$ cat config.mk
export PLATFORM = sky130hd
export DESIGN_NAME = npu_axil_biu
export DESIGN_NICKNAME = d
export VERILOG_FILES = /design/src/rtl/npu_axil_biu.sv
export SDC_FILE = /design/constraint.sdc
export NUM_CORES = 1
export LEC_CHECK = 0
export CAP_MARGIN = 20
export CELL_PAD_IN_SITES_DETAIL_PLACEMENT = 1
export CELL_PAD_IN_SITES_GLOBAL_PLACEMENT = 1
export CORE_MARGIN = 1
export CORE_UTILIZATION = 33
export CTS_CLUSTER_DIAMETER = 30
export DETAILED_ROUTE_END_ITERATION = 7
export GPL_TIMING_DRIVEN = 0
export HOLD_SLACK_MARGIN = 0.15
export PLACE_DENSITY_LB_ADDON = 0.05
export SYNTH_ARGS = -nofsm -noshare
export SYNTH_HDL_FRONTEND = slang
export SYNTH_SLANG_ARGS = --single-unit
export TNS_END_PERCENT = 100
$ cat constraint.sdc
create_clock -name clk_trans -period 4.8 [get_ports clk_trans]
set_input_delay 0.96 -clock clk_trans [delete_from_list [all_inputs] [get_ports clk_trans]]
set_output_delay 0.96 -clock clk_trans [all_outputs]
set_load 0.02 [all_outputs]
$ cat src/rtl/npu_axil_biu.sv
// AXI4-Lite slave to NPU register-block bridge: one register access per host
// transaction, read/write alternation on contention, and an ack timeout.
module npu_axil_biu #(
    parameter int AW     = 20,
    parameter int DW     = 64,
    parameter int TO_CYC = 255
) (
    input  logic            clk_trans,
    input  logic            rst_n,
    input  logic [AW-1:0]   s_awaddr,
    input  logic            s_awvalid,
    output logic            s_awready,
    input  logic [DW-1:0]   s_wdata,
    input  logic [DW/8-1:0] s_wstrb,
    input  logic            s_wvalid,
    output logic            s_wready,
    output logic [1:0]      s_bresp,
    output logic            s_bvalid,
    input  logic            s_bready,
    input  logic [AW-1:0]   s_araddr,
    input  logic            s_arvalid,
    output logic            s_arready,
    output logic [DW-1:0]   s_rdata,
    output logic [1:0]      s_rresp,
    output logic            s_rvalid,
    input  logic            s_rready,
    output logic [AW-1:0]   reg_addr,
    output logic [DW-1:0]   reg_wdata,
    output logic [7:0]      reg_sel,
    output logic            reg_wen,
    output logic            reg_ren,
    input  logic [DW-1:0]   reg_rdata,
    input  logic            reg_err,
    input  logic            reg_ack
);

    typedef enum logic [2:0] {IDLE, WACC, RACC, BRSP, RRSP} state_t;

    localparam logic [7:0] TO_LAST = 8'(TO_CYC - 1);

    state_t          state_q;
    logic [AW-1:0]   addr_q;
    logic [DW-1:0]   wdata_q;
    logic [7:0]      sel_q;
    logic            wen_q;
    logic            ren_q;
    logic [7:0]      cnt_q;
    logic            last_wr_q;
    logic            bvalid_q;
    logic [1:0]      bresp_q;
    logic            rvalid_q;
    logic [1:0]      rresp_q;
    logic [DW-1:0]   rdata_q;

    logic            wr_req;
    logic            rd_req;
    logic            grant_wr;
    logic            grant_rd;
    logic            acc_done;
    logic [1:0]      acc_resp;
    logic            unused_addr_lsbs;

    assign wr_req   = s_awvalid && s_wvalid;
    assign rd_req   = s_arvalid;
    // On contention the write wins only if the previous grant was a read.
    assign grant_wr = (state_q == IDLE) && wr_req && (!rd_req || !last_wr_q);
    assign grant_rd = (state_q == IDLE) && rd_req && !grant_wr;

    // A same-cycle ack takes priority over the timeout.
    assign acc_done = reg_ack || (cnt_q == TO_LAST);
    assign acc_resp = (reg_ack && !reg_err) ? 2'b00 : 2'b10;

    assign unused_addr_lsbs = ^{s_awaddr[2:0], s_araddr[2:0]};

    assign s_awready = grant_wr;
    assign s_wready  = grant_wr;
    assign s_arready = grant_rd;
    assign s_bresp   = bresp_q;
    assign s_bvalid  = bvalid_q;
    assign s_rdata   = rdata_q;
    assign s_rresp   = rresp_q;
    assign s_rvalid  = rvalid_q;
    assign reg_addr  = addr_q;
    assign reg_wdata = wdata_q;
    assign reg_sel   = sel_q;
    assign reg_wen   = wen_q;
    assign reg_ren   = ren_q;

    always_ff @(posedge clk_trans or negedge rst_n) begin
        if (!rst_n) begin
            state_q   <= IDLE;
            addr_q    <= '0;
            wdata_q   <= '0;
            sel_q     <= '0;
            wen_q     <= 1'b0;
            ren_q     <= 1'b0;
            cnt_q     <= '0;
            last_wr_q <= 1'b0;
            bvalid_q  <= 1'b0;
            bresp_q   <= 2'b00;
            rvalid_q  <= 1'b0;
            rresp_q   <= 2'b00;
            rdata_q   <= '0;
        end else begin
            case (state_q)
                IDLE: begin
                    if (grant_wr) begin
                        addr_q    <= {s_awaddr[AW-1:3], 3'b000};
                        wdata_q   <= s_wdata;
                        sel_q     <= s_wstrb;
                        wen_q     <= 1'b1;
                        cnt_q     <= '0;
                        last_wr_q <= 1'b1;
                        state_q   <= WACC;
                    end else if (grant_rd) begin
                        addr_q    <= {s_araddr[AW-1:3], 3'b000};
                        ren_q     <= 1'b1;
                        cnt_q     <= '0;
                        last_wr_q <= 1'b0;
                        state_q   <= RACC;
                    end
                end
                WACC: begin
                    if (acc_done) begin
                        wen_q    <= 1'b0;
                        bresp_q  <= acc_resp;
                        bvalid_q <= 1'b1;
                        state_q  <= BRSP;
                    end else begin
                        cnt_q <= cnt_q + 8'd1;
                    end
                end
                RACC: begin
                    if (acc_done) begin
                        ren_q    <= 1'b0;
                        rresp_q  <= acc_resp;
                        rdata_q  <= reg_ack ? reg_rdata : '0;
                        rvalid_q <= 1'b1;
                        state_q  <= RRSP;
                    end else begin
                        cnt_q <= cnt_q + 8'd1;
                    end
                end
                BRSP: begin
                    if (s_bready) begin
                        bvalid_q <= 1'b0;
                        state_q  <= IDLE;
                    end
                end
                RRSP: begin
                    if (s_rready) begin
                        rvalid_q <= 1'b0;
                        state_q  <= IDLE;
                    end
                end
                default: state_q <= IDLE;
            endcase
        end
    end

endmodule

Yosys cells after proc, flatten, opt, wreduce, memory -nomap -nowiden. Index checks and enable logic that the tools add are counted.

Output and inout port bits: 167. Word-level logic and storage cells: 86. Input bits: 185. Bits in registers: 176.

Equality and inequality tests: 14. Add/sub/neg operators: 1. Reductions and logical operators: 30. Mux-type cells: 28.

Operators with widths (count): two-way mux 64 bit (1); two-way mux 20 bit (2); two-way mux 8 bit (3); two-way mux 3 bit (6); inequality test 2 bit, second input constant (8); case mux 8 bit (2 select lines) (1); case mux 3 bit (5 select lines) (1); AND reduction 3 bit (4); nonzero test 2 bit (6); two-way mux 1 bit (9); adder 8 x 1 -> 8 bit, second input constant (1); equality test 8 bit, second input constant (1); case mux 1 bit (2 select lines) (4); AND reduction 2 bit (4); equality test 3 x 2 -> 1 bit, second input constant (2); logical AND 1 bit (6); AND reduction 5 bit (1); zero test 1 bit (4); AND reduction 4 bit (1); equality test 3 x 1 -> 1 bit, second input constant (1); equality test 3 bit, second input constant (1); zero test 3 bit (1); inequality test 3 bit, second input constant (1); logical OR 1 bit (2); 2 further kinds (2).

Longest topological paths before layout. Gate-level depths: netlist (run 1).

Depth after elaboration: 8. Mapped depth: 8. Gate-level depth less buffers: 6.

Worst setup path before layout (run 1). No wires, ideal clock.

Kind: in2out. Start point: input port s_arvalid. End point: output port s_wready. Data required time: 3840 ps. Buffers on the path: 3. Cell stages on the path: 6. Arrival: 1875 ps. Setup slack: 1965 ps. Path through: nand2_1 -> nand4_1 -> buf_4 -> buf_2 -> inv_1 -> buf_4.

Longest elaborated chain between the ends: 3.

Ends and longest elaborated chain: from (decl) (line 21) `input logic s_arvalid,`; zero test 1 bit (line 66) `assign grant_wr = (state_q == IDLE) && wr_req && (!rd_req || !last_wr_q);`; logical OR 1 bit (line 66); logical AND 1 bit (line 66); to (decl) (line 16) `output logic s_wready,`.

Every way passes these cells.

Worst setup path after layout (run 1). Ends and elaborated chain as after synthesis.

==> impl_metrics.json, run 1 <==
{
  "status": "finished, final reports clean",
  "synth.top_cell.area_share_pct": 63.2,
  "p_int_mw": 4.86,
  "vias": 5489,
  "timing.critical_path.arrival_ns": 3.14,
  "layout-area-overhead-vs-synth_pct": 65.0,
  "detail_route.wirelength_um": 23000,
  "syn-instance-count": 488,
  "initial_util_pct": 33.6,
  "post-route-worst-setup-slack_ns": 0.705,
  "synth_edf_count": 0,
  "irDropWorstVdd_mv": 0.279,
  "synth.top_cells.by_count": "sky130_fd_sc_hd__dfrtp_1, sky130_fd_sc_hd__a22o_1, sky130_fd_sc_hd__mux2_1, sky130_fd_sc_hd__nand2_1, sky130_fd_sc_hd__mux2_2",
  "yosys-top-cells-area": "sky130_fd_sc_hd__dfrtp_1, sky130_fd_sc_hd__a22o_1, sky130_fd_sc_hd__mux2_1",
  "numPlacedInstances": 1103,
  "endpoint_kind": "primary output",
  "first_global_vias": 6143,
  "grt_overflow_total": 0,
  "layout.nets": 1039,
  "fp-row-count": 52,
  "drtPass1Iterations": 4,
  "globalplace.congestion": 0.785,
  "synth_top_cell_by_area": "sky130_fd_sc_hd__dfrtp_1",
  "critical_path.startpoint_type": "primary input",
  "combinationalPowerShare_pct": 49.2,
  "synth-async-reset-ratio_pct": 100,
  "yosys_register_bits": 171,
  "ys_types": 40,
  "core-area_um2": 20200,
  "fmax_ghz": 0.244,
  "p_sw_share_pct": 37.7,
  "finalCritPeriodShare_pct": 85.3,
  "cts-htree-levels": 4,
  "power.density_cell_area_nw_per_um2": 697,
  "synth.cell_area_um2": 6770,
  "yosys_most_used_dff": "sky130_fd_sc_hd__dfrtp_1",
  "min_period_ns": 4.10,
  "die-width_um": 145,
  "die_y_um": 145,
  "clock_latency_of_the_later_clocked_register_in_the_worst_skew_pair_ns": 0.42,
  "maxCapViolCount": 0,
  "top_level_ports": 352,
  "multi_input_area_um2": 2210,
  "antenna_found_initial": 3,
  "power.sequential.fraction_pct": 32.6,
  "cp.required_ns": 3.84,
  "cts_tree": "yes",
  "critical_path.slowest_cell": "sky130_fd_sc_hd__clkdlybuf4s50_1",
  "initialDrtViolationCount": 190,
  "synth_seq_area_share_pct": 63.2,
  "dpl_cell_area_um2": 10600,
  "clockBufferDepth": 2,
  "antenna_left": 0,
  "clock_skew_ns": 0.0116,
  "design_area_um2": 11200,
  "vias_per_cell": 4.82,
  "grt_max_degree": 97,
  "whs_ns": 0.486,
  "wl_per_cell_um": 20.2,
  "cell_with_the_most_instances_after_synthesis": "sky130_fd_sc_hd__dfrtp_1",
  "first_pass_grt_wire_length_um": 36500,
  "crit_family": "buffers and inverters",
  "post-route-drc-count": 0,
  "rsz0062_at_grt": "false",
  "crit_fanout": 10,
  "max_slew.worst_pin.slew_ns": 0.594,
  "dieArea_um2": 21100,
  "pre_cts_ws_ns": 0.685,
  "max-slew-margin-rel_pct": 60.4,
  "cts_resized": 0,
  "drive_gt1_share_pct": 11.3,
  "layout.filler_cells": 2076,
  "timing.final.hold_violations": 0,
  "post-cts-setup-buffers": 0,
  "leakage_nw": 4.88,
  "cts_hold_buffers": 0,
  "synth.avg_cell_area_um2": 13.9,
  "tritoncts.num_buffers": 17,
  "place.port_buffers": 340,
  "max_stage_delay_ns": 0.53,
  "combined_buffer_and_inverter_count_along_the_critical_path": 6,
  "switchingPower_mw": 2.93,
  "dpl.hpwl_um": 18100,
  "p_clk_share_pct": 18.1,
  "clock_sink_count": 171,
  "finalSetupViolations": 0,
  "worst_setup_hold_path_clk_slew_ns": 0.07,
  "maxSlewViolCount": 0,
  "hold_path_class": "flop to flop",
  "cts-root-buf": "sky130_fd_sc_hd__clkbuf_16",
  "crit_path_cell_trace": "clkdlybuf4s50_1 -> nand2_1 -> nand4_1 -> buf_4 -> buf_2 -> inv_1 -> buf_4 -> clkdlybuf4s50_1",
  "final-instance-count-excl-fill": 1138,
  "critPathKind": "primary input to primary output",
  "grt.total_usage_pct": 22.6,
  "seq_area_um2": 4280,
  "final_util_pct": 55.4,
  "synth.yosys.warnings": 0
}
[final timing paths]
check | slack, ns | startpoint | end | cells after the start
setup reg to reg | 2.82 | cnt_q[0]$_DFFE_PN0P_ | s_rdata[56]$_DFFE_PN0P_ | 8
hold reg to reg | 0.49 | reg_addr[16]$_DFFE_PN0P_ | reg_addr[16]$_DFFE_PN0P_ | 2
hold / removal | 0.49 | reg_addr[16]$_DFFE_PN0P_ | reg_addr[16]$_DFFE_PN0P_ | 2
max in group asynchronous | 3.37 | rst_n | s_rdata[9]$_DFFE_PN0P_ | 2
setup / recovery | 0.70 | s_arvalid | s_wready | 8
min in group asynchronous | 0.51 | rst_n | reg_wdata[34]$_DFFE_PN0P_ | 1
[logic make-up (layout without fill, tap and decap cells)]
group                    count (synthesis)  in the layout  synth area share [%]
AND/OR/NAND/NOR                         65             65                  4.68
AO/OA/AOI/OAI                          109            109                  12.4
buffers and inverters                   48            421                  4.38
other                                    1              8                0.0554
flip-flops                             171            171                  63.2
adder cells (fa/ha/maj)                  2              2                 0.369
multiplexers                            91             91                  14.8
XOR/XNOR                                 1              1                 0.129
[metal layers]
layer  vias up  GRT usage (%)  routed length [µm]
met5         -              0                   0
met1      2770           26.1                9110
met4         0           9.26                 522
li1       2483              -                   -
met3        26           5.35                1240
met2       210           40.1               12100
[metrics by stage]
| stage | power, mW | setup TNS (ns) |
|---|---|---|
| after floorplan | 4.44 | 0 |
| after CTS | 7.89 | 0 |
| after detailed placement | 6.44 | 0 |
| after global routing | 8.22 | 0 |
| final | 7.79 | 0 |
| after global placement | 6.29 | -701.14 |
[final cells by class]
type / instances / area share [%]
Timing Repair Buffer: 341 / 30.7
Multi-Input combinational cell: 273 / 19.8
Inverter: 12 / 0.403
Clock buffer: 19 / 4.05
Clock inverter: 13 / 1.38
Sequential cell: 171 / 38.3
Antenna cell: 3 / 0.0672
Buffer: 36 / 2.25
Tap cell: 270 / 3.02
[sequential cells by signal (all words and copies together), names as in the netlist, 3 cells and up]
signal     count
cnt_q          8
reg_addr      17
reg_sel        8
reg_wdata     64
s_rdata       64
state_q        3
[cells in the final DEF (no fill, tap or decap), types with 6 or more instances in the layout]
cell | Yosys | layout
sky130_fd_sc_hd__a22o_1 | 64 | 64
sky130_fd_sc_hd__buf_2 | 12 | 12
sky130_fd_sc_hd__buf_4 | 9 | 9
sky130_fd_sc_hd__buf_6 | 9 | 9
sky130_fd_sc_hd__clkbuf_1 | 6 | 6
sky130_fd_sc_hd__clkbuf_16 | 0 | 17
sky130_fd_sc_hd__clkdlybuf4s50_1 | 0 | 339
sky130_fd_sc_hd__dfrtp_1 | 171 | 171
sky130_fd_sc_hd__inv_1 | 12 | 12
sky130_fd_sc_hd__mux2_1 | 43 | 43
sky130_fd_sc_hd__mux2_2 | 29 | 29
sky130_fd_sc_hd__mux2i_1 | 19 | 19
sky130_fd_sc_hd__nand2_1 | 30 | 30
sky130_fd_sc_hd__nand3_1 | 8 | 8
sky130_fd_sc_hd__nor2_1 | 7 | 7
sky130_fd_sc_hd__o21ai_0 | 25 | 25
[worst min-delay path, delay by kind of cell (launching register included)]
family	cells	cell delay, ns
AO/OA/AOI/OAI	1	0.06
flip-flops	1	0.34
AND/OR/NAND/NOR	1	0.05
[power groups by stage]
| stage | sequential, mW | combinational (mW) | clock, mW |
|---|---|---|---|
| floorplan | 3.33 | 1.11 | 0 |
| global placement | 2.53 | 3.76 | 0 |
| detailed placement | 2.57 | 3.87 | 0 |
| CTS | 2.55 | 3.89 | 1.45 |
| global route | 2.64 | 4.07 | 1.51 |
| finish | 2.54 | 3.84 | 1.41 |
Note: power is estimated with default switching activity, not from simulation.
==> run 2, diff against run 1 <==
--- a/config.mk
+++ b/config.mk
@@ -6,12 +6,10 @@
 export NUM_CORES = 1
 export LEC_CHECK = 0
 export CAP_MARGIN = 20
-export CELL_PAD_IN_SITES_DETAIL_PLACEMENT = 1
-export CELL_PAD_IN_SITES_GLOBAL_PLACEMENT = 1
-export CORE_MARGIN = 1
-export CORE_UTILIZATION = 33
+export CORE_AREA = 2 2 137 139
 export CTS_CLUSTER_DIAMETER = 30
 export DETAILED_ROUTE_END_ITERATION = 7
+export DIE_AREA = 0 0 139 141
 export GPL_TIMING_DRIVEN = 0
 export HOLD_SLACK_MARGIN = 0.15
 export PLACE_DENSITY_LB_ADDON = 0.05
==> impl_metrics.json, run 2 (same netlist as run 1, synthesis figures left out) <==
{
  "critical_path.slowest_cell": "sky130_fd_sc_hd__clkdlybuf4s50_1",
  "tritoncts.num_buffers": 17,
  "critPathKind": "primary input to primary output",
  "finalSetupTns_ns": 0,
  "antenna_found_initial": 0,
  "antennaDiodeCount": 0,
  "grt_overflow_total": 0,
  "rsz0062_at_grt": "false",
  "layout_common_cells": "sky130_fd_sc_hd__clkdlybuf4s50_1, sky130_fd_sc_hd__dfrtp_1, sky130_fd_sc_hd__a22o_1, sky130_fd_sc_hd__mux2_1, sky130_fd_sc_hd__nand2_1",
  "fp-row-count": 50,
  "combined_buffer_and_inverter_count_along_the_critical_path": 6,
  "post-route-drc-count": 0,
  "hold_path_class": "flop to flop",
  "antenna_left": 0,
  "cts_tree": "yes",
  "multi_input_area_um2": 2210,
  "crit_path_cell_trace": "clkdlybuf4s50_1 -> nand2_1 -> nand4_1 -> buf_4 -> buf_2 -> inv_1 -> buf_4 -> clkdlybuf4s50_1",
  "post-cts-setup-buffers": 0,
  "min_period_ns": 4.05,
  "pre_cts_ws_ns": 0.730,
  "irDropWorstVdd_mv": 0.329,
  "max_slew.worst_pin.slew_ns": 0.582,
  "cp.required_ns": 3.84,
  "design_area_um2": 11100,
  "initialDrtViolationCount": 224,
  "dieArea_um2": 19600,
  "top_level_ports": 352,
  "crit_fanout": 10,
  "cts_hold_buffers": 0,
  "fmax_ghz": 0.247,
  "maxSlewViolCount": 0,
  "core-area_um2": 18300,
  "cts-htree-levels": 4,
  "drtPass1Iterations": 4,
  "place.port_buffers": 340,
  "clock_skew_ns": 0.0107,
  "endpoint_kind": "primary output",
  "r2r_setup_slack_ns": 2.81,
  "final_util_pct": 60.8,
  "die_y_um": 141,
  "post-route-worst-setup-slack_ns": 0.751,
  "max_stage_delay_ns": 0.53,
  "crit_family": "buffers and inverters",
  "finalSetupViolations": 0,
  "most_common_library_cell_in_the_layout_ignoring_fill_and_taps": "sky130_fd_sc_hd__clkdlybuf4s50_1",
  "drive_gt1_share_pct": 11.2,
  "layout.filler_cells": 1467,
  "status": "finished, final reports clean",
  "first_pass_grt_wire_length_um": 32300,
  "vias": 5420,
  "dpl_cell_area_um2": 10500,
  "first_global_vias": 5742,
  "worst_setup_hold_path_clk_slew_ns": 0.06,
  "layout-area-overhead-vs-synth_pct": 64.0,
  "timing.critical_path.arrival_ns": 3.09,
  "max-slew-margin-rel_pct": 61.2,
  "detail_route.wirelength_um": 20600,
  "power.density_cell_area_nw_per_um2": 693,
  "wl_per_cell_um": 18.7,
  "critical_path.startpoint_type": "primary input",
  "initial_util_pct": 37.1,
  "timing.final.hold_violations": 0,
  "grt_max_degree": 98,
  "leakage_nw": 4.85,
  "clockBufferDepth": 2,
  "cts-root-buf": "sky130_fd_sc_hd__clkbuf_16",
  "layout.nets": 1039,
  "seq_area_um2": 4280,
  "maxCapViolCount": 0,
  "clock_latency_of_the_later_clocked_register_in_the_worst_skew_pair_ns": 0.43,
  "die-width_um": 139,
  "vias_per_cell": 4.94,
  "cts_resized": 0,
  "globalplace.congestion": 0.839,
  "clock_sink_count": 171,
  "dpl.hpwl_um": 15800,
  "finalCritPeriodShare_pct": 84.4,
  "grt.total_usage_pct": 21.4
}
==> run 2: cell types whose count changed in the layout (fill, tap and decap cells not counted), sizes merged <==
cell	change
clkinvlp	+4
clkinv	-3
diode	-3
clkbuf	-2
==> run 2: final timing paths <==
path                       cells after the start                   endpoint                startpoint
max                                            8                   s_wready                 s_arvalid
min                                            2   reg_addr[11]$_DFFE_PN0P_  reg_addr[11]$_DFFE_PN0P_
max reg2reg                                    7   reg_addr[17]$_DFFE_PN0P_    state_q[0]$_DFFE_PN0P_
min reg2reg                                    2   reg_addr[11]$_DFFE_PN0P_  reg_addr[11]$_DFFE_PN0P_
max in group asynchronous                      2     state_q[0]$_DFFE_PN0P_                     rst_n
min in group asynchronous                      1  reg_wdata[20]$_DFFE_PN0P_                     rst_n
==> run 2: worst reg2reg max path, stage by stage (launching register included) <==
cell and delay, ns:
sky130_fd_sc_hd__dfrtp_1 0.35, sky130_fd_sc_hd__buf_2 0.17, sky130_fd_sc_hd__nor3_2 0.24, sky130_fd_sc_hd__nand4_1 0.20, sky130_fd_sc_hd__buf_4 0.24, sky130_fd_sc_hd__buf_2 0.24
sky130_fd_sc_hd__mux2i_1 0.28, sky130_fd_sc_hd__o21ai_0 0.12
==> run 2: final cells by class <==
class                   instances  area share [%]
well taps                     234            2.64
plain buffers                  36            2.27
flip-flops and latches        171            38.5
repair buffers                341            30.9
multi-input cells             273            19.9
clock inverters                14            1.46
clock buffers                  17            3.83
inverters                      12           0.406
==> run 2: through the flow <==
step | cells | hold slack [ns] | total power [mW]
final | 1098 | 0.483 | 7.69
after global routing | 1098 | 0.507 | 8.14
after global placement | 1066 | 0.460 | 6.28
after CTS | 1098 | 0.489 | 7.78
after detailed placement | 1067 | 0.473 | 6.37
after floorplan | 492 | 0.445 | 4.44
==> run 2: power breakdown <==
part	total, mW	internal (mW)	leakage, nW	switching [mW]
clock network	1.38	0.777	0.275	0.606
logic	3.76	1.89	2.49	1.87
registers	2.55	2.15	2.09	0.400
==> run 2: routing by layer <==
metal	vias up	GRT usage, %	share of wire (%)
met5	-	0	0
li1	2488	-	-
met4	0	7.50	1.5
met1	2666	24.5	40
met3	22	7.61	7.8
met2	244	37.3	51
==> run 3, diff against run 2 <==
--- a/config.mk
+++ b/config.mk
@@ -6,10 +6,10 @@
 export NUM_CORES = 1
 export LEC_CHECK = 0
 export CAP_MARGIN = 20
-export CORE_AREA = 2 2 137 139
+export CORE_AREA = 2 2 138 140
 export CTS_CLUSTER_DIAMETER = 30
 export DETAILED_ROUTE_END_ITERATION = 7
-export DIE_AREA = 0 0 139 141
+export DIE_AREA = 0 0 140 142
 export GPL_TIMING_DRIVEN = 0
 export HOLD_SLACK_MARGIN = 0.15
 export PLACE_DENSITY_LB_ADDON = 0.05
==> constraint.sdc (replaced) <==
create_clock -name clk_trans -period 3.87 [get_ports clk_trans]
set_input_delay 0.774 -clock clk_trans [delete_from_list [all_inputs] [get_ports clk_trans]]
set_output_delay 0.774 -clock clk_trans [all_outputs]
set_load 0.02 [all_outputs]
==> impl_metrics.json, run 3 (same netlist as run 1, synthesis figures left out) <==
{
  "most_common_library_cell_in_the_layout_ignoring_fill_and_taps": "sky130_fd_sc_hd__clkdlybuf4s50_1",
  "die-width_um": 140,
  "timing.final.hold_violations": 0,
  "initialDrtViolationCount": 228,
  "final-instance-count-excl-fill": 1099,
  "first_pass_grt_wire_length_um": 31300,
  "antennaDiodeCount": 0,
  "max_stage_delay_ns": 0.53,
  "crit_path_cell_trace": "clkdlybuf4s50_1 -> nand2_1 -> nand4_1 -> buf_4 -> buf_2 -> inv_1 -> buf_4 -> clkdlybuf4s50_1",
  "clockBufferDepth": 2,
  "finalSetupViolations": 0,
  "critical_path.startpoint_type": "primary input",
  "p_sw_share_pct": 37.3,
  "rsz0062_at_grt": "false",
  "worst_setup_hold_path_clk_slew_ns": 0.07,
  "combinationalPowerShare_pct": 49.4,
  "cts_tree": "yes",
  "max_slew.worst_pin.slew_ns": 0.675,
  "whs_ns": 0.228,
  "layout-area-overhead-vs-synth_pct": 63.8,
  "dpl_cell_area_um2": 10500,
  "endpoint_kind": "primary output",
  "cts_resized": 0,
  "critPathKind": "primary input to primary output",
  "dpl.hpwl_um": 15400,
  "min_period_ns": 3.70,
  "clock_latency_of_the_later_clocked_register_in_the_worst_skew_pair_ns": 0.42,
  "wl_per_cell_um": 18.5,
  "globalplace.congestion": 0.847,
  "grt.total_usage_pct": 20.4,
  "finalCritPeriodShare_pct": 95.7,
  "irDropWorstVdd_mv": 0.352,
  "die_y_um": 142,
  "grt_max_degree": 127,
  "post-route-drc-count": 25,
  "antenna_left": 0,
  "first_global_vias": 5564,
  "critical_path.slowest_cell": "sky130_fd_sc_hd__clkdlybuf4s50_1",
  "p_clk_share_pct": 17.6,
  "initial_util_pct": 36.7,
  "maxSlewViolCount": 0,
  "timing.critical_path.arrival_ns": 2.93,
  "hold_path_class": "primary input to async pin",
  "fmax_ghz": 0.270,
  "clock_skew_ns": 0.00972,
  "dieArea_um2": 19900,
  "drive_gt1_share_pct": 11.2,
  "maxCapViolCount": 0,
  "cts-htree-levels": 4,
  "post-layout-total-power_mw": 9.47,
  "crit_fanout": 10,
  "grt_overflow_total": 0,
  "switchingPower_mw": 3.54,
  "layout_common_cells": "sky130_fd_sc_hd__clkdlybuf4s50_1, sky130_fd_sc_hd__dfrtp_1, sky130_fd_sc_hd__a22o_1, sky130_fd_sc_hd__mux2_1, sky130_fd_sc_hd__nand2_1",
  "cts_hold_buffers": 0,
  "power.sequential.fraction_pct": 33.0,
  "numPlacedInstances": 1067,
  "layout.nets": 1039,
  "detail_route.wirelength_um": 20300,
  "top_level_ports": 352,
  "p_int_mw": 5.94,
  "place.port_buffers": 340,
  "drtPass1Iterations": 8,
  "vias": 5382,
  "design_area_um2": 11100,
  "tritoncts.num_buffers": 17,
  "post-cts-setup-buffers": 0,
  "cts-root-buf": "sky130_fd_sc_hd__clkbuf_16",
  "antenna_found_initial": 0,
  "power.density_cell_area_nw_per_um2": 854,
  "max-slew-margin-rel_pct": 55.0,
  "status": "finished, violations left",
  "leakage_nw": 4.85,
  "core-area_um2": 18500,
  "vias_per_cell": 4.90,
  "clock_sink_count": 171,
  "fp-row-count": 50,
  "violations": "DRC",
  "cp.required_ns": 3.10
}
-- run 3: worst paths after layout --
| check | from | end | slack [ns] | depth (start not counted) |
|---|---|---|---|---|
| min | rst_n | reg_wdata[55]$_DFFE_PN0P_ | 0.23 | 1 |
| min reg2reg | last_wr_q$_DFFE_PN0P_ | last_wr_q$_DFFE_PN0P_ | 0.48 | 2 |
| max reg2reg | cnt_q[0]$_DFFE_PN0P_ | s_rdata[60]$_DFFE_PN0P_ | 1.94 | 8 |
| max in group asynchronous | rst_n | reg_addr[19]$_DFFE_PN0P_ | 2.66 | 2 |
| min in group clk_trans | last_wr_q$_DFFE_PN0P_ | last_wr_q$_DFFE_PN0P_ | 0.48 | 2 |
| max | s_arvalid | s_wready | 0.17 | 8 |
-- run 3: final cells by class --
type                    instances  area [µm²]
multi-input cells             273        2210
plain buffers                  36         251
clock buffers                  19         443
inverters                      12        45.0
fillers                      1465        7360
well taps                     234         293
repair buffers                341        3440
flip-flops and latches        171        4280
clock inverters                13         133
-- run 3: per-layer routing --
metal	vias to the layer above	global-route usage, %	part of all wire, %
met5	-	0	0
met3	29	5.62	7.3
li1	2488	-	-
met1	2640	25.1	40
met2	225	34.9	50
met4	0	6.86	1.9
-- run 3: power groups by stage --
stage	Combinational, mW	Sequential, mW	Clock, mW
global placement	4.64	3.12	0
detailed placement	4.72	3.15	0
floorplan	1.38	4.13	0
finish	4.68	3.13	1.67
CTS	4.74	3.14	1.71
global route	4.96	3.24	1.78
-- run 3: through the flow --
| stage | setup slack, ns | util, % | TNS, ns |
|---|---|---|---|
| after floorplan | 1.41 | - | 0 |
| after global placement | -4.84 | 56.8 | -823.72 |
| after CTS | 0.120 | 60.1 | 0 |
| final | 0.168 | 60.1 | 0 |
| after detailed placement | 0.128 | 57.0 | 0 |
| after global routing | 0.0263 | 60.1 | 0 |
-- run 3: critical path, delay by kind of cell --
family	cells	cell delay [ns]
buf+inv	6	1.91
simple gates	2	0.24
